## src/rtl/d_hazard_ctrl_if.sv

```systemverilog
// D-stage hazard controller port bundle: decoded D-stage fields in, stall/forward/flush
// controls and branch statistics out.
interface d_hazard_ctrl_if #(
  parameter int REG_AW = 5,
  parameter int TNEW_W = 2
);
  logic              d_valid;
  logic [REG_AW-1:0] d_rs;
  logic [REG_AW-1:0] d_rt;
  logic [TNEW_W-1:0] d_tuse_rs;
  logic [TNEW_W-1:0] d_tuse_rt;
  logic              d_wr;
  logic [REG_AW-1:0] d_wa;
  logic [TNEW_W-1:0] d_tnew;
  logic              d_likely;
  logic              d_jump_b;
  logic              ext_stall;
  logic              stall;
  logic              pc_en;
  logic              fd_en;
  logic              de_clr;
  logic              fd_flush;
  logic [1:0]        fwd_rs_d;
  logic [1:0]        fwd_rt_d;
  logic [31:0]       br_stall_cnt;
  logic [31:0]       annul_cnt;

  modport master (
    output d_valid, d_rs, d_rt, d_tuse_rs, d_tuse_rt, d_wr, d_wa, d_tnew,
           d_likely, d_jump_b, ext_stall,
    input  stall, pc_en, fd_en, de_clr, fd_flush, fwd_rs_d, fwd_rt_d,
           br_stall_cnt, annul_cnt
  );

  modport slave (
    input  d_valid, d_rs, d_rt, d_tuse_rs, d_tuse_rt, d_wr, d_wa, d_tnew,
           d_likely, d_jump_b, ext_stall,
    output stall, pc_en, fd_en, de_clr, fd_flush, fwd_rs_d, fwd_rt_d,
           br_stall_cnt, annul_cnt
  );
endinterface

```

## src/rtl/d_hazard_ctrl.sv

```systemverilog
// D-stage hazard/stall sequencer with an E/M/W shadow pipeline of {valid, dest, Tnew}.
// Optional branch statistics counters are enabled by defining BR_STAT_EN.
module d_hazard_ctrl #(
  parameter int REG_AW = 5,
  parameter int TNEW_W = 2
) (
  input logic            clk,
  input logic            reset_n,
  d_hazard_ctrl_if.slave bus
);

  localparam logic [TNEW_W-1:0] TN_ZERO = {TNEW_W{1'b0}};
  localparam logic [TNEW_W-1:0] TN_ONE  = {{(TNEW_W-1){1'b0}}, 1'b1};
  localparam logic [TNEW_W-1:0] TN_MAX  = {TNEW_W{1'b1}};
  localparam logic [REG_AW-1:0] REG_ZERO = {REG_AW{1'b0}};

  logic              e_v_q, e_v_d;
  logic [REG_AW-1:0] e_wa_q, e_wa_d;
  logic [TNEW_W-1:0] e_tnew_q, e_tnew_d;
  logic              m_v_q, m_v_d;
  logic [REG_AW-1:0] m_wa_q, m_wa_d;
  logic [TNEW_W-1:0] m_tnew_q, m_tnew_d;
  logic              w_v_q, w_v_d;
  logic [REG_AW-1:0] w_wa_q, w_wa_d;

  logic [2:0] rs_res_s;
  logic [2:0] rt_res_s;
  logic       hz_s;
  logic       stall_s;
  logic       flush_s;
  logic       br_hz_s;

  // Result is {hazard, fwd_sel}; the youngest matching slot alone decides.
  // W always holds a ready value, so it only ever forwards.
  function automatic logic [2:0] op_eval(
    input logic              valid,
    input logic [REG_AW-1:0] r,
    input logic [TNEW_W-1:0] tuse,
    input logic              ev,
    input logic [REG_AW-1:0] ewa,
    input logic [TNEW_W-1:0] et,
    input logic              mv,
    input logic [REG_AW-1:0] mwa,
    input logic [TNEW_W-1:0] mt,
    input logic              wv,
    input logic [REG_AW-1:0] wwa
  );
    logic [2:0]        res;
    logic [TNEW_W-1:0] tuse_m;
    res    = 3'b000;
    tuse_m = (tuse == TN_ZERO) ? TN_ZERO : (tuse - TN_ONE);
    if (!valid || r == REG_ZERO || tuse == TN_MAX) begin
      res = 3'b000;
    end else if (ev && ewa == r) begin
      if (et == TN_ZERO) res = 3'b001;
      else if (et > tuse) res = 3'b100;
      else res = 3'b000;
    end else if (mv && mwa == r) begin
      if (mt == TN_ZERO) res = 3'b010;
      else if (mt > tuse_m) res = 3'b100;
      else res = 3'b000;
    end else if (wv && wwa == r) begin
      res = 3'b011;
    end else begin
      res = 3'b000;
    end
    return res;
  endfunction

  // Per-cycle hazard decision, control outputs and shadow-pipeline next state.
  always_comb begin
    rs_res_s = op_eval(bus.d_valid, bus.d_rs, bus.d_tuse_rs, e_v_q, e_wa_q, e_tnew_q,
                       m_v_q, m_wa_q, m_tnew_q, w_v_q, w_wa_q);
    rt_res_s = op_eval(bus.d_valid, bus.d_rt, bus.d_tuse_rt, e_v_q, e_wa_q, e_tnew_q,
                       m_v_q, m_wa_q, m_tnew_q, w_v_q, w_wa_q);
    hz_s     = rs_res_s[2] | rt_res_s[2];
    stall_s  = hz_s | bus.ext_stall;
    flush_s  = bus.d_valid & bus.d_likely & ~bus.d_jump_b & ~stall_s;
    br_hz_s  = (rs_res_s[2] && bus.d_tuse_rs == TN_ZERO) ||
               (rt_res_s[2] && bus.d_tuse_rt == TN_ZERO);

    // A stalled D instruction must not enter E, hence the bubble.
    e_v_d    = bus.d_valid & bus.d_wr & ~stall_s;
    e_wa_d   = bus.d_wa;
    e_tnew_d = bus.d_tnew;
    m_v_d    = e_v_q;
    m_wa_d   = e_wa_q;
    if (e_tnew_q == TN_ZERO) begin
      m_tnew_d = TN_ZERO;
    end else begin
      m_tnew_d = e_tnew_q - TN_ONE;
    end
    w_v_d    = m_v_q;
    w_wa_d   = m_wa_q;
  end

  assign bus.stall    = stall_s;
  assign bus.pc_en    = ~stall_s;
  assign bus.fd_en    = ~stall_s;
  assign bus.de_clr   = stall_s;
  assign bus.fd_flush = flush_s;
  assign bus.fwd_rs_d = rs_res_s[1:0];
  assign bus.fwd_rt_d = rt_res_s[1:0];

  // Shadow pipeline slots advance every cycle.
  always_ff @(posedge clk or negedge reset_n) begin
    if (!reset_n) begin
      e_v_q    <= 1'b0;
      e_wa_q   <= REG_ZERO;
      e_tnew_q <= TN_ZERO;
      m_v_q    <= 1'b0;
      m_wa_q   <= REG_ZERO;
      m_tnew_q <= TN_ZERO;
      w_v_q    <= 1'b0;
      w_wa_q   <= REG_ZERO;
    end else begin
      e_v_q    <= e_v_d;
      e_wa_q   <= e_wa_d;
      e_tnew_q <= e_tnew_d;
      m_v_q    <= m_v_d;
      m_wa_q   <= m_wa_d;
      m_tnew_q <= m_tnew_d;
      w_v_q    <= w_v_d;
      w_wa_q   <= w_wa_d;
    end
  end

`ifdef BR_STAT_EN
  logic [31:0] br_cnt_q, br_cnt_d;
  logic [31:0] annul_cnt_q, annul_cnt_d;

  // Statistics next state; both counters wrap naturally.
  always_comb begin
    if (br_hz_s) begin
      br_cnt_d = br_cnt_q + 32'd1;
    end else begin
      br_cnt_d = br_cnt_q;
    end
    if (flush_s) begin
      annul_cnt_d = annul_cnt_q + 32'd1;
    end else begin
      annul_cnt_d = annul_cnt_q;
    end
  end

  // Statistics registers.
  always_ff @(posedge clk or negedge reset_n) begin
    if (!reset_n) begin
      br_cnt_q    <= 32'd0;
      annul_cnt_q <= 32'd0;
    end else begin
      br_cnt_q    <= br_cnt_d;
      annul_cnt_q <= annul_cnt_d;
    end
  end

  assign bus.br_stall_cnt = br_cnt_q;
  assign bus.annul_cnt    = annul_cnt_q;
`else
  logic unused_br_s;
  assign unused_br_s      = br_hz_s;
  assign bus.br_stall_cnt = 32'h0;
  assign bus.annul_cnt    = 32'h0;
`endif

endmodule

```

## src/flat_wrapper.sv

```systemverilog
// flat-port wrapper written by rule: the top's interface ports become plain ports
module d_hazard_ctrl_flat 
#(
  parameter int REG_AW = 5,
  parameter int TNEW_W = 2
)
  (clk, reset_n, bus_d_valid, bus_d_rs, bus_d_rt, bus_d_tuse_rs, bus_d_tuse_rt, bus_d_wr, bus_d_wa, bus_d_tnew, bus_d_likely, bus_d_jump_b, bus_ext_stall, bus_stall, bus_pc_en, bus_fd_en, bus_de_clr, bus_fd_flush, bus_fwd_rs_d, bus_fwd_rt_d, bus_br_stall_cnt, bus_annul_cnt);
  d_hazard_ctrl_if #(.REG_AW(REG_AW), .TNEW_W(TNEW_W)) bus_i ();
  input logic clk;
  input logic reset_n;
  input wire logic [$bits(bus_i.d_valid)-1:0] bus_d_valid;
  input wire logic [$bits(bus_i.d_rs)-1:0] bus_d_rs;
  input wire logic [$bits(bus_i.d_rt)-1:0] bus_d_rt;
  input wire logic [$bits(bus_i.d_tuse_rs)-1:0] bus_d_tuse_rs;
  input wire logic [$bits(bus_i.d_tuse_rt)-1:0] bus_d_tuse_rt;
  input wire logic [$bits(bus_i.d_wr)-1:0] bus_d_wr;
  input wire logic [$bits(bus_i.d_wa)-1:0] bus_d_wa;
  input wire logic [$bits(bus_i.d_tnew)-1:0] bus_d_tnew;
  input wire logic [$bits(bus_i.d_likely)-1:0] bus_d_likely;
  input wire logic [$bits(bus_i.d_jump_b)-1:0] bus_d_jump_b;
  input wire logic [$bits(bus_i.ext_stall)-1:0] bus_ext_stall;
  output wire logic [$bits(bus_i.stall)-1:0] bus_stall;
  output wire logic [$bits(bus_i.pc_en)-1:0] bus_pc_en;
  output wire logic [$bits(bus_i.fd_en)-1:0] bus_fd_en;
  output wire logic [$bits(bus_i.de_clr)-1:0] bus_de_clr;
  output wire logic [$bits(bus_i.fd_flush)-1:0] bus_fd_flush;
  output wire logic [$bits(bus_i.fwd_rs_d)-1:0] bus_fwd_rs_d;
  output wire logic [$bits(bus_i.fwd_rt_d)-1:0] bus_fwd_rt_d;
  output wire logic [$bits(bus_i.br_stall_cnt)-1:0] bus_br_stall_cnt;
  output wire logic [$bits(bus_i.annul_cnt)-1:0] bus_annul_cnt;
  assign bus_i.d_valid = bus_d_valid;
  assign bus_i.d_rs = bus_d_rs;
  assign bus_i.d_rt = bus_d_rt;
  assign bus_i.d_tuse_rs = bus_d_tuse_rs;
  assign bus_i.d_tuse_rt = bus_d_tuse_rt;
  assign bus_i.d_wr = bus_d_wr;
  assign bus_i.d_wa = bus_d_wa;
  assign bus_i.d_tnew = bus_d_tnew;
  assign bus_i.d_likely = bus_d_likely;
  assign bus_i.d_jump_b = bus_d_jump_b;
  assign bus_i.ext_stall = bus_ext_stall;
  assign bus_stall = bus_i.stall;
  assign bus_pc_en = bus_i.pc_en;
  assign bus_fd_en = bus_i.fd_en;
  assign bus_de_clr = bus_i.de_clr;
  assign bus_fd_flush = bus_i.fd_flush;
  assign bus_fwd_rs_d = bus_i.fwd_rs_d;
  assign bus_fwd_rt_d = bus_i.fwd_rt_d;
  assign bus_br_stall_cnt = bus_i.br_stall_cnt;
  assign bus_annul_cnt = bus_i.annul_cnt;
  d_hazard_ctrl #(.REG_AW(REG_AW), .TNEW_W(TNEW_W)) u_core (.clk(clk), .reset_n(reset_n), .bus(bus_i));
endmodule
```

## config.mk

```make
export PLATFORM = sky130hd
export DESIGN_NAME = d_hazard_ctrl_flat
export DESIGN_NICKNAME = d
export VERILOG_FILES = /design/src/rtl/d_hazard_ctrl_if.sv /design/src/rtl/d_hazard_ctrl.sv /design/src/flat_wrapper.sv
export SDC_FILE = /design/constraint.sdc
export NUM_CORES = 1
export LEC_CHECK = 0
export CAP_MARGIN = 30
export CELL_PAD_IN_SITES_DETAIL_PLACEMENT = 1
export CELL_PAD_IN_SITES_GLOBAL_PLACEMENT = 1
export CORE_ASPECT_RATIO = 0.5
export CORE_MARGIN = 3
export CORE_UTILIZATION = 28
export CTS_BUF_LIST = sky130_fd_sc_hd__clkbuf_2
export DETAILED_ROUTE_END_ITERATION = 8
export PLACE_DENSITY = 0.89
export SETUP_SLACK_MARGIN = 0.4
export SYNTH_ARGS = -nofsm -noshare
export SYNTH_HDL_FRONTEND = slang
export SYNTH_SLANG_ARGS = --single-unit
```

## constraint.sdc

```tcl
create_clock -name clk -period 4.2 [get_ports clk]
set_input_delay 1.26 -clock clk [delete_from_list [all_inputs] [get_ports clk]]
set_output_delay 1.26 -clock clk [all_outputs]
set_load 0.1 [all_outputs]
```

# After elaboration in Yosys (flattened, before gate mapping)
# Index checks and enable logic that the tools add are counted.
# word_totals
reg_bits,22
elab_cells,68
# classes
addsub,3
magnitude_cmp,4
eq_ne,8
muxes,19
bitwise_logic,9
n_reduce_logical,17
# op_table
operator,count
2-to-1 mux 3 bit,14
== test 5 bit,6
logical NOT 5 bit,2
2-to-1 mux 2 bit,5
greater-than comparator 2 bit,4
logical NOT 2 bit,4
logical AND 1 bit,6
subtractor 2 x 1 -> 2 bit (second input constant),3
bitwise AND 1 bit,5
== test 2 bit (second input constant),2
logical OR 1 bit,4
inverter 1 bit,2
bitwise OR 1 bit,2
logical NOT 1 bit,1

# Longest topological paths before layout
# Gate-level depths: netlist of the first run.
# logic_depth
word_depth,12
mapped_depth,9

# Worst setup path before layout of the first run
# No wires, ideal clock.
# synth_path
kind,in2out
start,in bus_d_rs[4]
end,out bus_fd_flush
arrival_ns,5.168
t_required_ns,2.940
path_slack_ns,-2.228
path_stages,5
path_cell_list,or4_1 -> o211ai_2 -> o21bai_2 -> o32ai_2 -> nor4_1
# synth_between
elab_chain_len,9
elab_cells_between_ends,14
cone_classes,eq/ne: 2; mux: 3; bitwise: 4; reduce/logical: 5
# synth_lines
item,line,text
from (decl),flat_wrapper.sv:12,input wire logic [$bits(bus_i.d_rs)-1:0] bus_d_rs;
== test 5 bit,d_hazard_ctrl.sv:58,end else if (mv && mwa == r) begin
logical AND 1 bit,d_hazard_ctrl.sv:58,
2-to-1 mux 3 bit,d_hazard_ctrl.sv:58,
2-to-1 mux 3 bit,d_hazard_ctrl.sv:54,end else if (ev && ewa == r) begin
2-to-1 mux 3 bit *,d_hazard_ctrl.sv:52,if (!valid || r == REG_ZERO || tuse == TN_MAX) begin
bitwise OR 1 bit *,d_hazard_ctrl.sv:76,hz_s = rs_res_s[2] | rt_res_s[2];
bitwise OR 1 bit *,d_hazard_ctrl.sv:77,stall_s = hz_s | bus.ext_stall;
inverter 1 bit *,d_hazard_ctrl.sv:78,flush_s = bus.d_valid & bus.d_likely & ~bus.d_jump_b & ~stall_s;
bitwise AND 1 bit *,d_hazard_ctrl.sv:78,
to (decl),flat_wrapper.sv:26,output wire logic [$bits(bus_i.fd_flush)-1:0] bus_fd_flush;
# Every way passes the cells marked *; elsewhere a longest branch is shown, timed or not.

# Final worst setup path of the first run
# layout_path
start,in bus_d_rt[1]
end,out bus_fd_flush
# layout_between
elab_chain_len,9
elab_cells_between_ends,14
cone_classes,eq/ne: 2; mux: 3; bitwise: 4; reduce/logical: 5
# layout_lines
item,line,text
from (decl),flat_wrapper.sv:13,input wire logic [$bits(bus_i.d_rt)-1:0] bus_d_rt;
== test 5 bit,d_hazard_ctrl.sv:58,
logical AND 1 bit,d_hazard_ctrl.sv:58,
2-to-1 mux 3 bit,d_hazard_ctrl.sv:58,
2-to-1 mux 3 bit,d_hazard_ctrl.sv:54,
2-to-1 mux 3 bit *,d_hazard_ctrl.sv:52,
bitwise OR 1 bit *,d_hazard_ctrl.sv:76,
bitwise OR 1 bit *,d_hazard_ctrl.sv:77,
inverter 1 bit *,d_hazard_ctrl.sv:78,
bitwise AND 1 bit *,d_hazard_ctrl.sv:78,
# Marked as above.

==> impl_metrics.toml, run 1 <==
[synthesis]
synth-main-ff-cell = "dfrtp_1"
synth_compound_area_share_pct = 6.24
synth-xor-area-share_pct = 14.6
synth_top_family_by_area = "buffers and inverters"
yosys.area_share.adder_pct = 5.54
yosysUniqueCellTypes = 31
ys_warn_count = 0
synthSimpleGateAreaFrac_pct = 13.0
synth-seq-cells = 22
syn_inst = 190
avgSynthCellArea_um2 = 9.50
ys_seq_area_share_pct = 30.5
synth.area.top_cells = "dfrtp_1, buf_4, xor2_1, xnor2_1, ha_1"
synth_edf_count = 0
syn_area_um2 = 1810
yosysTopAreaCellShare_pct = 30.5
netlist.top_cell.by_area = "dfrtp_1"
synth.area.mux_share_pct = 1.11
synth-async-reset-ratio_pct = 100

[grt]
grt_max_degree = 23
grtUsageTotal_pct = 15.2
globalRouteOverflowTotal = 0
antenna_found_initial = 0
grt_pass1_vias = 1574
grt_pass1_wl_um = 8760

[setup_path]
path_cells = "buf_6, or4_4, o211ai_4, buf_4, o32ai_4, buf_6, nor4_4, buf_12"
critPathCaptureType = "output pin"
critPathMaxStageDelay_ns = 0.57
worstReg2RegStart = "u_core.e_wa_q[3]"
worstPathRequired_ns = 2.94
critPathBufInv = 4
critPathLaunchType = "input pin"
critPathTopFamily = "simple AND/OR/NAND/NOR gates"
critPathKind = "in2out"
crit_path_max_fanout = 3
crit_slowest_cell = "or4_4"
r2r_setup_slack_ns = 2.18
arrival_ns = 3.07
cp-startpoint = "bus_d_rt[1]"
crit_top_cell = "buf_6"

[power_and_ir_drop]
internal_power_mw = 0.344
power_density_nw_per_um2 = 280
pwr-share-comb_pct = 58.1
ir_drop_mv = 0.185
p_sw_share_pct = 55.8
p_switching_mw = 0.433
pwr-share-seq_pct = 30.6
fin_total_pwr_mw = 0.777
power_leakage_nw = 1.25
clockPowerShare_pct = 11.3

[timing]
hold_violations = 0
worst_slack_ns = -0.135
rsz0062_at_grt = "true"
fmax_mhz = 231
hold-worst-slack_ns = 0.463
drv_slew = 0
layout_min_cycle_time_ns = 4.33
finClkSkew_ns = 0.00961
finalSetupViolations = 7
timing.final.crit_share_pct = 103

[placement]
placed_area_um2 = 2360
io_buffers = 36
dp_hpwl_um = 4250
finalWeightedCongestion = 0.815
dpl_worst_slack_ns = -0.569

[clock_network]
cts_buffers = 3
cts.clk_slew.worst_paths_ns = 0.21
clock_sinks = 22
cts_hold_buf = 0
cts-root-buf = "clkbuf_2"
htreeDepth = 1
insertion_delay_ns = 0.35
clockBufferDepth = 2
tritoncts = "done"

[cells_and_area]
drive_above_1_share_pct = 42.1
stdcell_area_um2 = 2780
syn_to_final_growth_pct = 53.9
diodes = 0
fin_nets = 303
finish.utilization_pct = 47.5

[die]
die_y_um = 62.8
dieWidth_um = 120
start_util_pct = 30.9
die_area_um2 = 7510
core_um2 = 5850
num_rows = 19
io_pins = 101

[drt]
drt-vias-per-instance = 4.13
initialDrtViolationCount = 56
ant_nets = 0
vias = 1447
drc_errors = 0
avgRoutedWirePerCell_um = 18.5
wl_um = 6490
drtPass1Iterations = 5

[worst_hold_path]
min-delay-start = "u_core.e_v_q"
hp-class = "reg2reg"

[status]
status = "finished, violations left"
violations = "negative setup slack"

[job]
maxCapViolCount = 0
[synth_stat cells (2+ instances only)]
cell type / instances
ha_1: 8
o211ai_2: 2
dfrtp_1: 22
xnor2_1: 12
xor2_1: 18
mux2i_1: 2
buf_4: 66
and3_1: 2
a221oi_1: 2
inv_1: 7
nand2_1: 6
nor2b_1: 2
nor4_1: 7
nor2_1: 5
a21oi_1: 4
nor3_1: 2
nand3_1: 2
nand2b_1: 2
nand3b_1: 3
or4_1: 2
nand4_1: 4
[cells by family after synthesis]
kind of cell             count (synthesis)
AO/OA/AOI/OAI                           13
XOR/XNOR                                30
adder cells (fa/ha/maj)                  8
buffers and inverters                   73
flip-flops                              22
multiplexers                             2
other                                    1
AND/OR/NAND/NOR                         41
[path summary, 6_finish.rpt]
check | depth (start not counted) | endpoint
max in group asynchronous | 2 | u_core.w_wa_q[1]
max | 8 | bus_fd_flush
min reg2reg | 0 | u_core.m_v_q
max reg2reg | 6 | u_core.e_v_q
min in group asynchronous | 1 | u_core.w_wa_q[0]
min | 0 | u_core.m_v_q
[through the flow]
step / cells / TNS [ns]
after CTS: 345 / -0.476
after global routing: 350 / -1.06
after global placement: 333 / -2.90
after floorplan: 253 / -2.62
after detailed placement: 333 / -3.69
final: 350 / -0.627
[power groups by stage]
stage / registers (mW) / clock network (mW) / logic [mW]
after floorplan: 0.235 / 0 / 0.365
after global placement: 0.236 / 0 / 0.389
after detailed placement: 0.238 / 0 / 0.397
after CTS: 0.236 / 0.0891 / 0.424
after global routing: 0.239 / 0.0990 / 0.464
final: 0.238 / 0.0878 / 0.451
[placed cells by master, fill, tap and decap left out, types with 3 or more instances in the layout]
| cell type | count |
|---|---|
| conb_1 | 64 |
| buf_4 | 25 |
| dfrtp_1 | 22 |
| buf_6 | 17 |
| clkdlybuf4s50_1 | 13 |
| xnor2_1 | 10 |
| xor2_1 | 10 |
| buf_12 | 9 |
| xor2_2 | 8 |
| nor4_2 | 5 |
| inv_1 | 5 |
| ha_1 | 5 |
| buf_2 | 5 |
| nor2_2 | 4 |
| nand2_2 | 4 |
| nand4_1 | 4 |
| clkbuf_2 | 4 |
| nand3b_1 | 3 |
| ha_4 | 3 |
[cell type report]
class | count | area, um2
multi-input combinational | 158 | 1280
fill | 672 | 3070
tap | 84 | 105
clock inverter | 1 | 3.75
timing repair buffer | 75 | 795
inverter | 7 | 26.3
clock buffer | 3 | 15.0
sequential | 22 | 551
[what timing repair did]
action                                  CTS  global route
resized for setup                        93            21
pin swaps                                33            18
endpoints found under the setup margin    9             9
setup buffers                             8             4
[worst reg2reg max path: stages (launching register included)]
cell and delay (ns):
dfrtp_1 0.50, xnor2_1 0.19, nand4_1 0.25, o21bai_4 0.23
o32ai_4 0.12, buf_6 0.15, nor4_1 0.44
[metal layers]
metal / vias to the layer above / global-route usage, % / share of wire, %
li1: 649 / - / -
met1: 725 / 15.2 / 37
met2: 66 / 32.5 / 56
met3: 7 / 2.35 / 5.7
met4: 0 / 3.57 / 1.1
met5: - / 0 / 0
[state kept, by name (all words and copies together), names as in the netlist]
register,flops
u_core.e_wa_q,5
u_core.m_wa_q,5
u_core.w_wa_q,5
u_core.e_tnew_q,2
u_core.m_tnew_q,2
u_core.e_v_q,1
u_core.m_v_q,1
u_core.w_v_q,1
Power figures use the tool's default switching activity.
==> inputs of run 2 (changes only) <==
--- a/config.mk
+++ b/config.mk
@@ -11,3 +11,2 @@
 export CORE_ASPECT_RATIO = 0.5
-export CORE_MARGIN = 3
 export CORE_UTILIZATION = 28
--- a/constraint.sdc
+++ b/constraint.sdc
@@ -3,2 +3,2 @@
 set_output_delay 1.26 -clock clk [all_outputs]
-set_load 0.1 [all_outputs]
+set_load 0.02 [all_outputs]
==> run 2 against run 1 <==
  * The run still ends with negative setup slack left
  * Final cell count is the same
  * Worst setup slack better by 0.10 ns
  * Clock skew grew 0.0087 ns
  * Register-to-register slack better by 0.07 ns
  * Critical path depth unchanged
  * Flip-flop and latch count unchanged
  * Die area shrank 9.5%
  * Total power down 31%
  * Sequential power is essentially flat
  * First-iteration DRC count decreased by 70%
  * Via count fell by 3.0%
==> impl_metrics.toml, run 2 (synthesis results as in run 1) <==
[cells_and_area]
finish.utilization_pct = 42.5
reg_top3 = "u_core.e_wa_q x5, u_core.m_wa_q x5, u_core.w_wa_q x5"
diodes = 0
final_cell_mix = "conb_1, buf_6, buf_4, dfrtp_1, clkdlybuf4s50_1"
fin_nets = 299
syn_to_final_growth_pct = 44.9
drive_above_1_share_pct = 38.9
layout_commonest_cell = "conb_1"
final_cells = 350

[die]
die_y_um = 58.8
dieWidth_um = 116
die_area_um2 = 6790
core_um2 = 6160
num_rows = 20
start_util_pct = 29.3
io_pins = 101

[drt]
ant_nets = 0
drtPass1Iterations = 2
drt-vias-per-instance = 4.01
vias = 1404
drc_errors = 0
initialDrtViolationCount = 17
wl_um = 4900
avgRoutedWirePerCell_um = 14.0

[timing]
drv_slew = 0
tightest_slew_ns = 0.937
rsz0062_at_grt = "true"
worst_slack_ns = -0.0324
worst_slew_margin_rel_pct = 37.3
layout_min_cycle_time_ns = 4.23
finClkSkew_ns = 0.0183
fmax_mhz = 236
hold_violations = 0
hold-worst-slack_ns = 0.474
finalSetupViolations = 3
timing.final.crit_share_pct = 101

[power_and_ir_drop]
power_density_nw_per_um2 = 205
power_leakage_nw = 1.18
fin_total_pwr_mw = 0.535
ir_drop_mv = 0.154

[clock_network]
clock_sinks = 22
cts-root-buf = "clkbuf_2"
clockBufferDepth = 2
cts.clk_slew.worst_paths_ns = 0.21
cts_buffers = 3
cts_hold_buf = 0
tritoncts = "done"
insertion_delay_ns = 0.34
htreeDepth = 1

[placement]
io_buffers = 36
placed_cells = 335
finalWeightedCongestion = 0.842
dp_hpwl_um = 3730

[grt]
grtUsageTotal_pct = 13.9
grt_max_degree = 23
grt_pass1_vias = 1437
grt_pass1_wl_um = 7130
globalRouteOverflowTotal = 0
antenna_found_initial = 0

[worst_hold_path]
min-delay-start = "u_core.e_wa_q[4]"
hp-class = "reg2reg"

[setup_path]
crit_path_max_fanout = 4
arrival_ns = 2.97
critPathCaptureType = "output pin"
worstReg2RegStart = "u_core.m_wa_q[1]"
worstPathRequired_ns = 2.94
critPathLaunchType = "input pin"
cp-startpoint = "bus_d_rt[3]"
critPathKind = "in2out"

[job]
maxCapViolCount = 0

[status]
status = "finished, violations left"
violations = "negative setup slack"
run 2: cell types whose count changed in the layout (fill, tap and decap cells not counted), sizes merged:
cell	previous run	this run
buf	59	56
clkbuf	4	3
clkdlybuf4s15	0	2
dlygate4sd2	2	0
run 2: layout make-up:
type                       count  area, um2
fill                         714       3540
multi-input combinational    158       1240
timing repair buffer          71        671
sequential                    22        551
tap                           88        110
inverter                       7       28.8
clock buffer                   3       15.0
clock inverter                 1       3.75
run 2: power by group:
group	switching, mW	internal (mW)	total, mW	leakage [nW]
clock network	0.0644	0.0207	0.0851	0.0140
logic	0.126	0.0877	0.214	0.903
registers	0.0141	0.222	0.236	0.264
total	0.205	0.331	0.535	1.18
run 2: worst max-delay path: stages:
cell and delay, ns:
buf_6 0.10, or4_4 0.55, o211ai_4 0.24, buf_6 0.13, o32ai_2 0.08, buf_4 0.17
nor4_4 0.26, buf_4 0.18
run 2: timing repair:
action,CTS,global route
setup endpoints to repair,9,9
pin swaps,31,20
resized for setup,153,22
buffers inserted,9,2
run 2: per-layer routing:
layer | share of wire (%) | routed length, um | track usage [%] | up-vias
li1 | - | - | - | 642
met1 | 38 | 1880 | 15.3 | 696
met4 | 2.3 | 111 | 3.53 | 0
met3 | 4.3 | 213 | 1.75 | 10
met2 | 55 | 2700 | 28.6 | 56
met5 | 0 | 0 | 0 | -
run 2: path summary, 6_finish.rpt:
kind	endpoint	cells past startpoint	slack [ns]
setup reg to reg	u_core.e_v_q	7	2.25
setup / recovery	bus_fd_flush	8	-0.03
max in group asynchronous	u_core.w_wa_q[4]	1	2.22
hold reg to reg	u_core.m_wa_q[4]	0	0.47
min in group asynchronous	u_core.e_wa_q[0]	1	1.40
hold / removal	u_core.m_wa_q[4]	0	0.47
run 2: metrics by stage:
step / area, um2 / setup TNS, ns / setup WS, ns
after global placement: 2240 / -6.15 / -0.775
after detailed placement: 2240 / -6.88 / -0.887
after floorplan: 2090 / 0 / 0.0996
after CTS: 2500 / -0.139 / -0.0483
final: 2620 / -0.0646 / -0.0324
after global routing: 2620 / -0.221 / -0.0840
